--- src/rtl/io_bus_ctrl_pkg.sv ---
// Shared register map, register-select enum and address decode for the
// memory-mapped I/O slave.
package io_bus_ctrl_pkg;

    localparam int DBITS = 16;

    localparam logic [15:0] IO_KDATA = 16'hFFF0;
    localparam logic [15:0] IO_SDATA = 16'hFFF2;
    localparam logic [15:0] IO_KEVT  = 16'hFFF4;
    localparam logic [15:0] IO_TCNT  = 16'hFFF6;
    localparam logic [15:0] IO_HEX   = 16'hFFF8;
    localparam logic [15:0] IO_LEDR  = 16'hFFFA;
    localparam logic [15:0] IO_LEDG  = 16'hFFFC;
    localparam logic [15:0] IO_DEAD  = 16'hDEAD;

    typedef enum logic [2:0] {
        REG_KDATA,
        REG_SDATA,
        REG_KEVT,
        REG_TCNT,
        REG_HEX,
        REG_LEDR,
        REG_LEDG,
        REG_NONE
    } reg_sel_e;

    // Byte address with bit 0 ignored; anything unmapped (including FFFE) is REG_NONE.
    function automatic reg_sel_e decodeAddr(input logic [15:0] addr);
        case ({addr[15:1], 1'b0})
            IO_KDATA: return REG_KDATA;
            IO_SDATA: return REG_SDATA;
            IO_KEVT:  return REG_KEVT;
            IO_TCNT:  return REG_TCNT;
            IO_HEX:   return REG_HEX;
            IO_LEDR:  return REG_LEDR;
            IO_LEDG:  return REG_LEDG;
            default:  return REG_NONE;
        endcase
    endfunction

endpackage

--- src/rtl/io_bus_ctrl_if.sv ---
// Core-side data bus seen by the I/O slave: address, store data/strobe and
// combinational read data.
interface io_bus_ctrl_if;
    import io_bus_ctrl_pkg::*;

    logic [DBITS-1:0] addr;
    logic [DBITS-1:0] wdata;
    logic             we;
    logic [DBITS-1:0] rdata;

    modport master (output addr, output wdata, output we, input rdata);
    modport slave  (input addr, input wdata, input we, output rdata);

endinterface

--- src/rtl/io_bus_ctrl_debounce.sv ---
// Two-flop synchronizer plus per-bit stability counter; a bit is accepted only
// after the synced value has differed from the accepted value for DB_CYCLES edges.
module io_debounce #(
    parameter int             W         = 4,
    parameter int             DB_CYCLES = 250000,
    parameter int             DB_BITS   = 18,
    parameter logic [W-1:0]   RSTVAL    = '0
) (
    input  logic         i_clk,
    input  logic         i_reset,
    input  logic [W-1:0] i_raw,
    output logic [W-1:0] o_state,
    output logic [W-1:0] o_fall
);

    logic [W-1:0]       r_sync1;
    logic [W-1:0]       r_sync2;
    logic [W-1:0]       r_state;
    logic [DB_BITS-1:0] r_cnt [W];
    logic [W-1:0]       w_expire;

    // A fall pulse coincides with the edge on which an accepted 1 becomes 0.
    always_comb begin
        w_expire = '0;
        for (int i = 0; i < W; i++) begin
            w_expire[i] = (r_sync2[i] != r_state[i]) &&
                          (r_cnt[i] == DB_BITS'(DB_CYCLES - 1));
        end
        o_fall  = w_expire & r_state;
        o_state = r_state;
    end

    always_ff @(posedge i_clk) begin
        if (i_reset) begin
            r_sync1 <= RSTVAL;
            r_sync2 <= RSTVAL;
            r_state <= RSTVAL;
            for (int i = 0; i < W; i++) r_cnt[i] <= '0;
        end else begin
            r_sync1 <= i_raw;
            r_sync2 <= r_sync1;
            for (int i = 0; i < W; i++) begin
                if (r_sync2[i] == r_state[i]) begin
                    r_cnt[i] <= '0;
                end else if (w_expire[i]) begin
                    r_state[i] <= ~r_state[i];
                    r_cnt[i]   <= '0;
                end else begin
                    r_cnt[i] <= r_cnt[i] + 1'b1;
                end
            end
        end
    end

endmodule

--- src/rtl/io_bus_ctrl.sv ---
// Memory-mapped I/O slave: debounced keys/switches, sticky press flags, tick
// timer and display/LED output registers behind a 0xFFF0-0xFFFE register map.
module io_bus_ctrl
    import io_bus_ctrl_pkg::*;
#(
    parameter int DB_CYCLES = 250000,
    parameter int DB_BITS   = 18,
    parameter int TICK_DIV  = 50000
) (
    input  logic          i_clk,
    input  logic          i_reset,
    io_bus_ctrl_if.slave  bus,
    input  logic [3:0]    i_key,
    input  logic [9:0]    i_sw,
    output logic [15:0]   o_hexval,
    output logic [9:0]    o_ledr,
    output logic [7:0]    o_ledg
);

    localparam int PS_BITS = (TICK_DIV > 1) ? $clog2(TICK_DIV) : 1;

    logic [3:0]         w_keyState;
    logic [3:0]         w_keyFall;
    logic [9:0]         w_swState;
    reg_sel_e           w_sel;
    logic               w_tick;
    logic [3:0]         w_kevtClr;

    logic [3:0]         r_kevt;
    logic [15:0]        r_tcnt;
    logic [PS_BITS-1:0] r_presc;
    logic [15:0]        r_hex;
    logic [9:0]         r_ledr;
    logic [7:0]         r_ledg;

    io_debounce #(.W(4), .DB_CYCLES(DB_CYCLES), .DB_BITS(DB_BITS), .RSTVAL(4'hF)) u_keyDb (
        .i_clk   (i_clk),
        .i_reset (i_reset),
        .i_raw   (i_key),
        .o_state (w_keyState),
        .o_fall  (w_keyFall)
    );

    io_debounce #(.W(10), .DB_CYCLES(DB_CYCLES), .DB_BITS(DB_BITS), .RSTVAL(10'h000)) u_swDb (
        .i_clk   (i_clk),
        .i_reset (i_reset),
        .i_raw   (i_sw),
        .o_state (w_swState),
        .o_fall  ()
    );

    always_comb begin
        w_sel     = decodeAddr(bus.addr);
        w_tick    = (r_presc == PS_BITS'(TICK_DIV - 1));
        w_kevtClr = (bus.we && w_sel == REG_KEVT) ? bus.wdata[3:0] : 4'h0;
    end

    // Press flags: a new press wins over a simultaneous write-1-to-clear.
    // A timer write restarts the prescaler and overrides a coincident tick.
    always_ff @(posedge i_clk) begin
        if (i_reset) begin
            r_kevt  <= '0;
            r_tcnt  <= '0;
            r_presc <= '0;
            r_hex   <= '0;
            r_ledr  <= '0;
            r_ledg  <= '0;
        end else begin
            r_kevt <= (r_kevt & ~w_kevtClr) | w_keyFall;
            if (bus.we && w_sel == REG_TCNT) begin
                r_tcnt  <= bus.wdata;
                r_presc <= '0;
            end else if (w_tick) begin
                r_tcnt  <= r_tcnt + 1'b1;
                r_presc <= '0;
            end else begin
                r_presc <= r_presc + 1'b1;
            end
            if (bus.we && w_sel == REG_HEX)  r_hex  <= bus.wdata;
            if (bus.we && w_sel == REG_LEDR) r_ledr <= bus.wdata[9:0];
            if (bus.we && w_sel == REG_LEDG) r_ledg <= bus.wdata[7:0];
        end
    end

    always_comb begin
        bus.rdata = IO_DEAD;
        case (w_sel)
            REG_KDATA: bus.rdata = {12'b0, w_keyState};
            REG_SDATA: bus.rdata = {6'b0, w_swState};
            REG_KEVT:  bus.rdata = {12'b0, r_kevt};
            REG_TCNT:  bus.rdata = r_tcnt;
            REG_HEX:   bus.rdata = r_hex;
            REG_LEDR:  bus.rdata = {6'b0, r_ledr};
            REG_LEDG:  bus.rdata = {8'b0, r_ledg};
            default:   bus.rdata = IO_DEAD;
        endcase
    end

    assign o_hexval = r_hex;
    assign o_ledr   = r_ledr;
    assign o_ledg   = r_ledg;

endmodule

--- src/flat_wrapper.sv ---
// flat-port wrapper written by rule: the top's interface ports become plain ports
module io_bus_ctrl_flat import io_bus_ctrl_pkg::*;
#(
    parameter int DB_CYCLES = 250000,
    parameter int DB_BITS   = 18,
    parameter int TICK_DIV  = 50000
)
  (i_clk, i_reset, i_key, i_sw, o_hexval, o_ledr, o_ledg, bus_addr, bus_wdata, bus_we, bus_rdata);
  io_bus_ctrl_if bus_i ();
  input  logic i_clk;
  input  logic i_reset;
  input  logic [3:0] i_key;
  input  logic [9:0] i_sw;
  output logic [15:0] o_hexval;
  output logic [9:0] o_ledr;
  output logic [7:0] o_ledg;
  input wire logic [$bits(bus_i.addr)-1:0] bus_addr;
  input wire logic [$bits(bus_i.wdata)-1:0] bus_wdata;
  input wire logic [$bits(bus_i.we)-1:0] bus_we;
  output wire logic [$bits(bus_i.rdata)-1:0] bus_rdata;
  assign bus_i.addr = bus_addr;
  assign bus_i.wdata = bus_wdata;
  assign bus_i.we = bus_we;
  assign bus_rdata = bus_i.rdata;
  io_bus_ctrl #(.DB_CYCLES(DB_CYCLES), .DB_BITS(DB_BITS), .TICK_DIV(TICK_DIV)) u_core (.i_clk(i_clk), .i_reset(i_reset), .bus(bus_i), .i_key(i_key), .i_sw(i_sw), .o_hexval(o_hexval), .o_ledr(o_ledr), .o_ledg(o_ledg));
endmodule
--- config.mk ---
export PLATFORM = sky130hd
export DESIGN_NAME = io_bus_ctrl_flat
export DESIGN_NICKNAME = d
export VERILOG_FILES = /design/src/rtl/io_bus_ctrl_pkg.sv /design/src/rtl/io_bus_ctrl_if.sv /design/src/rtl/io_bus_ctrl_debounce.sv /design/src/rtl/io_bus_ctrl.sv /design/src/flat_wrapper.sv
export SDC_FILE = /design/constraint.sdc
export NUM_CORES = 1
export LEC_CHECK = 0
export BUFFER_PORTS_ARGS = -buffer_cell sky130_fd_sc_hd__buf_4
export CORE_MARGIN = 2
export CORE_UTILIZATION = 59
export CTS_CLUSTER_SIZE = 30
export DETAILED_ROUTE_END_ITERATION = 8
export PLACE_DENSITY = 0.77
export SETUP_SLACK_MARGIN = 0.05
export SYNTH_ARGS = -nofsm -noshare
export SYNTH_HDL_FRONTEND = slang
export SYNTH_SLANG_ARGS = --single-unit
--- constraint.sdc ---
create_clock -name i_clk -period 3.3 [get_ports i_clk]
set_input_delay 0.66 -clock i_clk [delete_from_list [all_inputs] [get_ports i_clk]]
set_output_delay 0.66 -clock i_clk [all_outputs]
set_load 0.03 [all_outputs]
* After elaboration in Yosys (flattened, before gate mapping) *
Memory sizes are Yosys's and may differ from the RTL's.
Cells that the tools add are included.

word-level totals
  register bits = 112
  bits in read-only memories = 0
  latch bits = 0
  RAM bits = 252
  memories kept = 2
  output and inout bits = 50
  input port bits = 49

cells by class
  reduce and logical (&&, ||, !) cells = 36
  $lt $le $gt $ge = 0
  div/mod/pow operators = 0
  add/subtract/negate cells = 16
  mux-type cells = 203
  multiply operators = 0
  equality and inequality tests = 56
  bitwise logic cells = 74
  shifts and indexed selects = 0

memories
  name                  words  width  rd ports  clocked after memory_dff  write ports  line                        text
  u_core.u_swDb.r_cnt   10     18     10        0                         10           io_bus_ctrl_debounce.sv:19  logic [DB_BITS-1:0] r_cnt [W];
  u_core.u_keyDb.r_cnt  4      18     4         0                         4            io_bus_ctrl_debounce.sv:19

operators with widths
  cell                                                              number
  18-bit two-way mux                                                42
  18-bit by 1-bit adder with 18-bit output (second input constant)  14
  18-bit == test (second input constant)                            14
  1-bit two-way mux                                                 156
  16-bit one-hot mux with 7 select lines                            1
  15-bit == test (second input constant)                            7
  1-bit OR                                                          42
  16-bit by 1-bit adder with 16-bit output (second input constant)  2
  16-bit two-way mux                                                2
  1-bit NOT                                                         28
  2-bit AND reduction                                               14
  3-bit one-hot mux with 7 select lines                             1
  1-bit logical AND                                                 19
  16-bit == test (second input constant)                            1
  1-bit == test                                                     14
  1-bit inequality test                                             14
  3-bit == test (second input constant)                             3
  4-bit AND                                                         2
  3-bit by 2-bit == test with 1-bit output (second input constant)  2
  4-bit two-way mux                                                 1
  4-bit NOT                                                         1
  4-bit OR                                                          1
  3-bit by 1-bit == test with 1-bit output (second input constant)  1
  3-bit logical NOT                                                 1
  2 further kinds                                                   2

* Logic depth before layout (Yosys ltp) *
  word-level depth = 8
  mapped depth = 7
  gate-level depth less buffers = 6

* Hierarchy *
A second synthesis with hierarchy kept.

unflattened totals
  cells, all modules = 1924
  area, all modules = 18910.6 µm²

by module, submodules not included
  module                        sequential area each (µm²)  area each (µm²)  cells an instance  instances
  io_debounce (u_core.u_swDb)   6005.8                      10910.5          1047               1
  io_debounce (u_core.u_keyDb)  2402.3                      4401.7           413                1
  io_bus_ctrl                   1401.3                      3598.5           464                1

* Least setup slack after synthesis *
No wires, ideal clock.

  kind = input to output
  start = in bus_addr[2]
  end = out bus_rdata[0]
  arrival = 2.196 ns
  setup slack = 0.444 ns
  required time = 2.640 ns
  stages on the path = 6
  cell sequence = buf_2 nor2_1 nand3_1 nor4_1 a22oi_1 nand3_1

on the way
  cells in the longest elaborated chain, start to end = 4

RTL lines
  what                                         line                   text
  start, declared                              flat_wrapper.sv:17     input wire logic [$bits(bus_i.addr)-1:0] bus_addr;
  15-bit == test                               io_bus_ctrl_pkg.sv:29  case ({addr[15:1], 1'b0})
  3-bit one-hot mux with 7 select lines *      io_bus_ctrl_pkg.sv:29
  3-bit == test, or another cell as far along  io_bus_ctrl.sv:87      case (w_sel)
  16-bit one-hot mux with 7 select lines *     io_bus_ctrl.sv:87
  end, declared                                flat_wrapper.sv:20     output wire logic [$bits(bus_i.rdata)-1:0] bus_rdata;

Every way passes the cells marked *; elsewhere a longest branch is shown, timed or not.

* Worst setup path after layout *
  start = in bus_addr[11]
  end = out bus_rdata[4]

Same word-level chain as after synthesis.

==> flow_metrics.env <==
export IMPL_dpl_cell_count=2509
export IMPL_cts_max_level=2
export IMPL_cp_arrival_ns=2.42
export IMPL_cts_buffers=39
export IMPL_startpoint_type="primary input"
export IMPL_switchingPower_uw=2130
export IMPL_synth_area_sq_mm=0.0182
export IMPL_synthArstFlopShare_pct=0
export IMPL_io_buffer_count=97
export IMPL_synth_seq_area_share_pct=54.0
export IMPL_outcome="completed"
export IMPL_p_comb_share_pct=3.9
export IMPL_postRouteAntennaNets=0
export IMPL_cts_setup_buffers=0
export IMPL_path_class="in -> out"
export IMPL_leakagePower_uw=0.00782
export IMPL_die_x_um=179
export IMPL_postSynthCellCount=1803
export IMPL_routedWlPerCell_um=14.2
export IMPL_slowest_stage="or3_1"
export IMPL_final_net_count=2219
export IMPL_tightest_slew_ns=0.818
export IMPL_hold_buffers=0
export IMPL_powerDensity_mw_per_mm2=474
export IMPL_path_buf_inv=3
export IMPL_synth_seq_cells=364
export IMPL_period_share_pct=93.3
export IMPL_period_needed_ns=3.08
export IMPL_grt_usage_pct=22.6
export IMPL_path_cells="buf_4 -> nand3_2 -> or3_1 -> nor3_2 -> buf_4 -> a22oi_1 -> nand3_1 -> buf_4"
export IMPL_area_growth_pct=18.9
export IMPL_worstPathMaxFanout=7
export IMPL_synth_top_area_share_pct=41.7
export IMPL_hold_worst_slack_ns=0.325
export IMPL_drv_cap=0
export IMPL_routed_wirelength_mm=36.7
export IMPL_max_freq_mhz=325
export IMPL_clk_insertion_delay_late_ns=0.53
export IMPL_clkTransAtPathRegs_ns=0.06
export IMPL_vias_per_cell=5.31
export IMPL_placedInstanceArea_sq_mm=0.0202
export IMPL_slew_headroom_pct=45.3
export IMPL_dr_pass1_iters=7
export IMPL_yosys_warnings=0
export IMPL_synth_flop_cell="edfxtp_1"
export IMPL_grt_pass1_vias=13000
export IMPL_finalHoldViolations=0
export IMPL_root_buffer="clkbuf_16"
export IMPL_finClkSkew_ns=0.0140
export IMPL_fin_setup_tns_ns=0
export IMPL_antenna_found_initial=0
export IMPL_final_cells=2580
export IMPL_rsz0062_at_grt="no"
export IMPL_end_kind="output pin"
export IMPL_diodes=0
export IMPL_grt_max_degree=33
export IMPL_die_h_um=179
export IMPL_dieArea_sq_mm=0.0322
export IMPL_swShare_pct=20.8
export IMPL_core_sq_mm=0.0304
export IMPL_avgSynthCellArea_sq_um=10.1
export IMPL_peakVddDrop_uv=424
export IMPL_power_internal_uw=8100
export IMPL_initial_core_util_pct=59.7
export IMPL_layout_drive_gt1_share_pct=9.29
export IMPL_seqPwrFrac_pct=50.7
export IMPL_slew_violations=0
export IMPL_final_setup_viol_count=0
export IMPL_synth_area_leaders="edfxtp_1 42%, dfxtp_1 12%, nor2_1 7.8%"
export IMPL_fin_area_sq_mm=0.0216
export IMPL_rows=64
export IMPL_cpPeakStageDelay_ns=0.60
export IMPL_crit_path_frequent_cell="buf_4"
export IMPL_gp_congestion=0.855
export IMPL_cts_path_max_buffers=3
export IMPL_yosysUniqueCellTypes=55
export IMPL_p_clk_share_pct=45.5
export IMPL_synth_top_area_cell="edfxtp_1"
export IMPL_io_pins=99
export IMPL_overflow=0
export IMPL_clock_sinks=364
export IMPL_grt_pass1_wl_mm=61.5
export IMPL_drcViolationCount=0
export IMPL_required_ns=2.64
export IMPL_dp_hpwl_mm=26.3
export IMPL_hp_class="in -> reg"
export IMPL_critical_path_top_delay_family="simple AND/OR/NAND/NOR gates"
export IMPL_synth_enable_flop_cells=252
export IMPL_drt_iter0_drc=1075
export IMPL_via_count=13700
export IMPL_cts_tree="built"
## registers in the layout, indices dropped and copies added, names as in the netlist
| signal | cells |
|---|---|
| u_core.u_swDb.r_sync2 | 10 |
| u_core.u_keyDb.r_sync1 | 4 |
| u_core.u_keyDb.r_sync2 | 4 |
| u_core.r_kevt | 4 |
| u_core.r_presc | 16 |
| u_core.u_swDb.r_sync1 | 10 |
| u_core.o_ledr | 10 |
| u_core.u_keyDb.r_cnt | 72 |
| u_core.u_keyDb.o_state | 4 |
| u_core.r_tcnt | 16 |
| u_core.u_swDb.o_state | 10 |
| u_core.o_ledg | 8 |
| u_core.u_swDb.r_cnt | 180 |
| u_core.o_hexval | 16 |
## cell families after synthesis
family	Yosys count	synth area share [%]
other	1	0.0206
multiplexers	28	1.57
buffers and inverters	91	2.08
XOR/XNOR	265	12.8
flip-flops	364	54.0
adder cells (fa/ha/maj)	16	1.10
AO/OA/AOI/OAI	84	3.17
AND/OR/NAND/NOR	954	25.3
## power by group through the flow
stage | sequential [uW] | combinational (uW) | clock [uW]
floorplan | 5240 | 282 | 0
detailed placement | 5280 | 382 | 0
CTS | 5180 | 387 | 4740
global placement | 5270 | 375 | 0
finish | 5180 | 397 | 4650
global route | 5200 | 452 | 4930
## final timing paths
path	cells after the start	to	slack (ns)	startpoint
setup / recovery	8	bus_rdata[4]	0.22	bus_addr[11]
hold / removal	2	u_core.u_keyDb.r_sync1[2]	0.32	i_key[2]
setup reg to reg	5	u_core.u_swDb.r_cnt[1][8]	0.94	u_core.u_swDb.r_cnt[1][11]
hold reg to reg	1	u_core.u_keyDb.r_sync2[1]	0.40	u_core.u_keyDb.r_sync1[1]
## routing by layer
| metal | global-route usage [%] | vias up | wire, um |
|---|---|---|---|
| met2 | 37.2 | 320 | 17400 |
| met1 | 30.4 | 6531 | 16300 |
| li1 | - | 6789 | - |
| met5 | 0 | - | 0 |
| met3 | 4.78 | 67 | 2230 |
| met4 | 6.60 | 0 | 785 |
## cell usage in the layout, fill, tap and decap left out, types with 8 or more instances in the layout
cell,instances
nor2_1,376
edfxtp_1,252
conb_1,252
nand2_1,177
xor2_1,151
nand3_1,119
xnor2_1,114
dfxtp_1,112
buf_4,111
nand4_1,62
clkbuf_16,41
inv_1,38
and3_1,35
nor3_1,31
nor4_1,31
a21oi_1,29
nor2b_1,25
mux2i_1,24
nor4b_1,16
ha_1,16
or2_2,15
a211oi_1,15
or3_1,14
and4_1,13
and2_1,9
a22oi_1,8
nand3b_1,8
o21ai_0,8
clkbuf_8,8
## through the flow
| step | worst slack (ns) | power [uW] | utilization, % |
|---|---|---|---|
| 2_1_floorplan | 0.444 | 5520 | - |
| 3_3_place_gp | 0.188 | 5640 | 66.4 |
| 3_5_place_dp | 0.163 | 5660 | 66.4 |
| 4_1_cts | 0.127 | 10300 | 70.9 |
| 5_1_grt | 0.0536 | 10600 | 71.0 |
| 6_report | 0.221 | 10200 | 71.0 |
## cells in the mapped netlist (3+ instances only)
master    instances
ha_1             16
nor4_1           31
xnor2_1         114
nor4b_1          16
and2_1            9
nand3_1         119
mux2_2            4
o21ai_0           8
nand2b_1          4
inv_1            38
buf_2            23
and3_1           35
a221oi_1          5
xor2_1          151
a21oi_1          29
nor3_2            3
mux2i_1          24
a22oi_1           8
nand2_1         177
nand3b_1          8
dfxtp_1         112
or2_2            15
nor2b_1          25
a221o_1           7
and4_1           13
nor2_1          376
nand4_1          62
clkbuf_1         25
a222oi_1          3
nor3_1           32
or3_1            14
nor4bb_1          4
edfxtp_1        252
a211oi_1         15
buf_1             3
## repair_timing
| item | CTS | global route |
|---|---|---|
| resized for setup | 0 | 2 |
| hold endpoints to repair | 0 | 0 |
| setup endpoints to repair | 0 | 3 |
## area by class of cell
cell class              instances  area (sq um)
inverters                      39           146
repair buffers                111           833
flip-flops and latches        364          9810
well taps                     396           495
clock buffers                  52          1150
clock inverters                19           240
multi-input cells            1599          8930
fillers                      2259          8830
## worst reg2reg max path: cells and delay by family (launching register included)
family	cells	cell delay [ns]
flip-flops	1	0.48
AND/OR/NAND/NOR	5	1.62
Power figures use the tool's default switching activity.
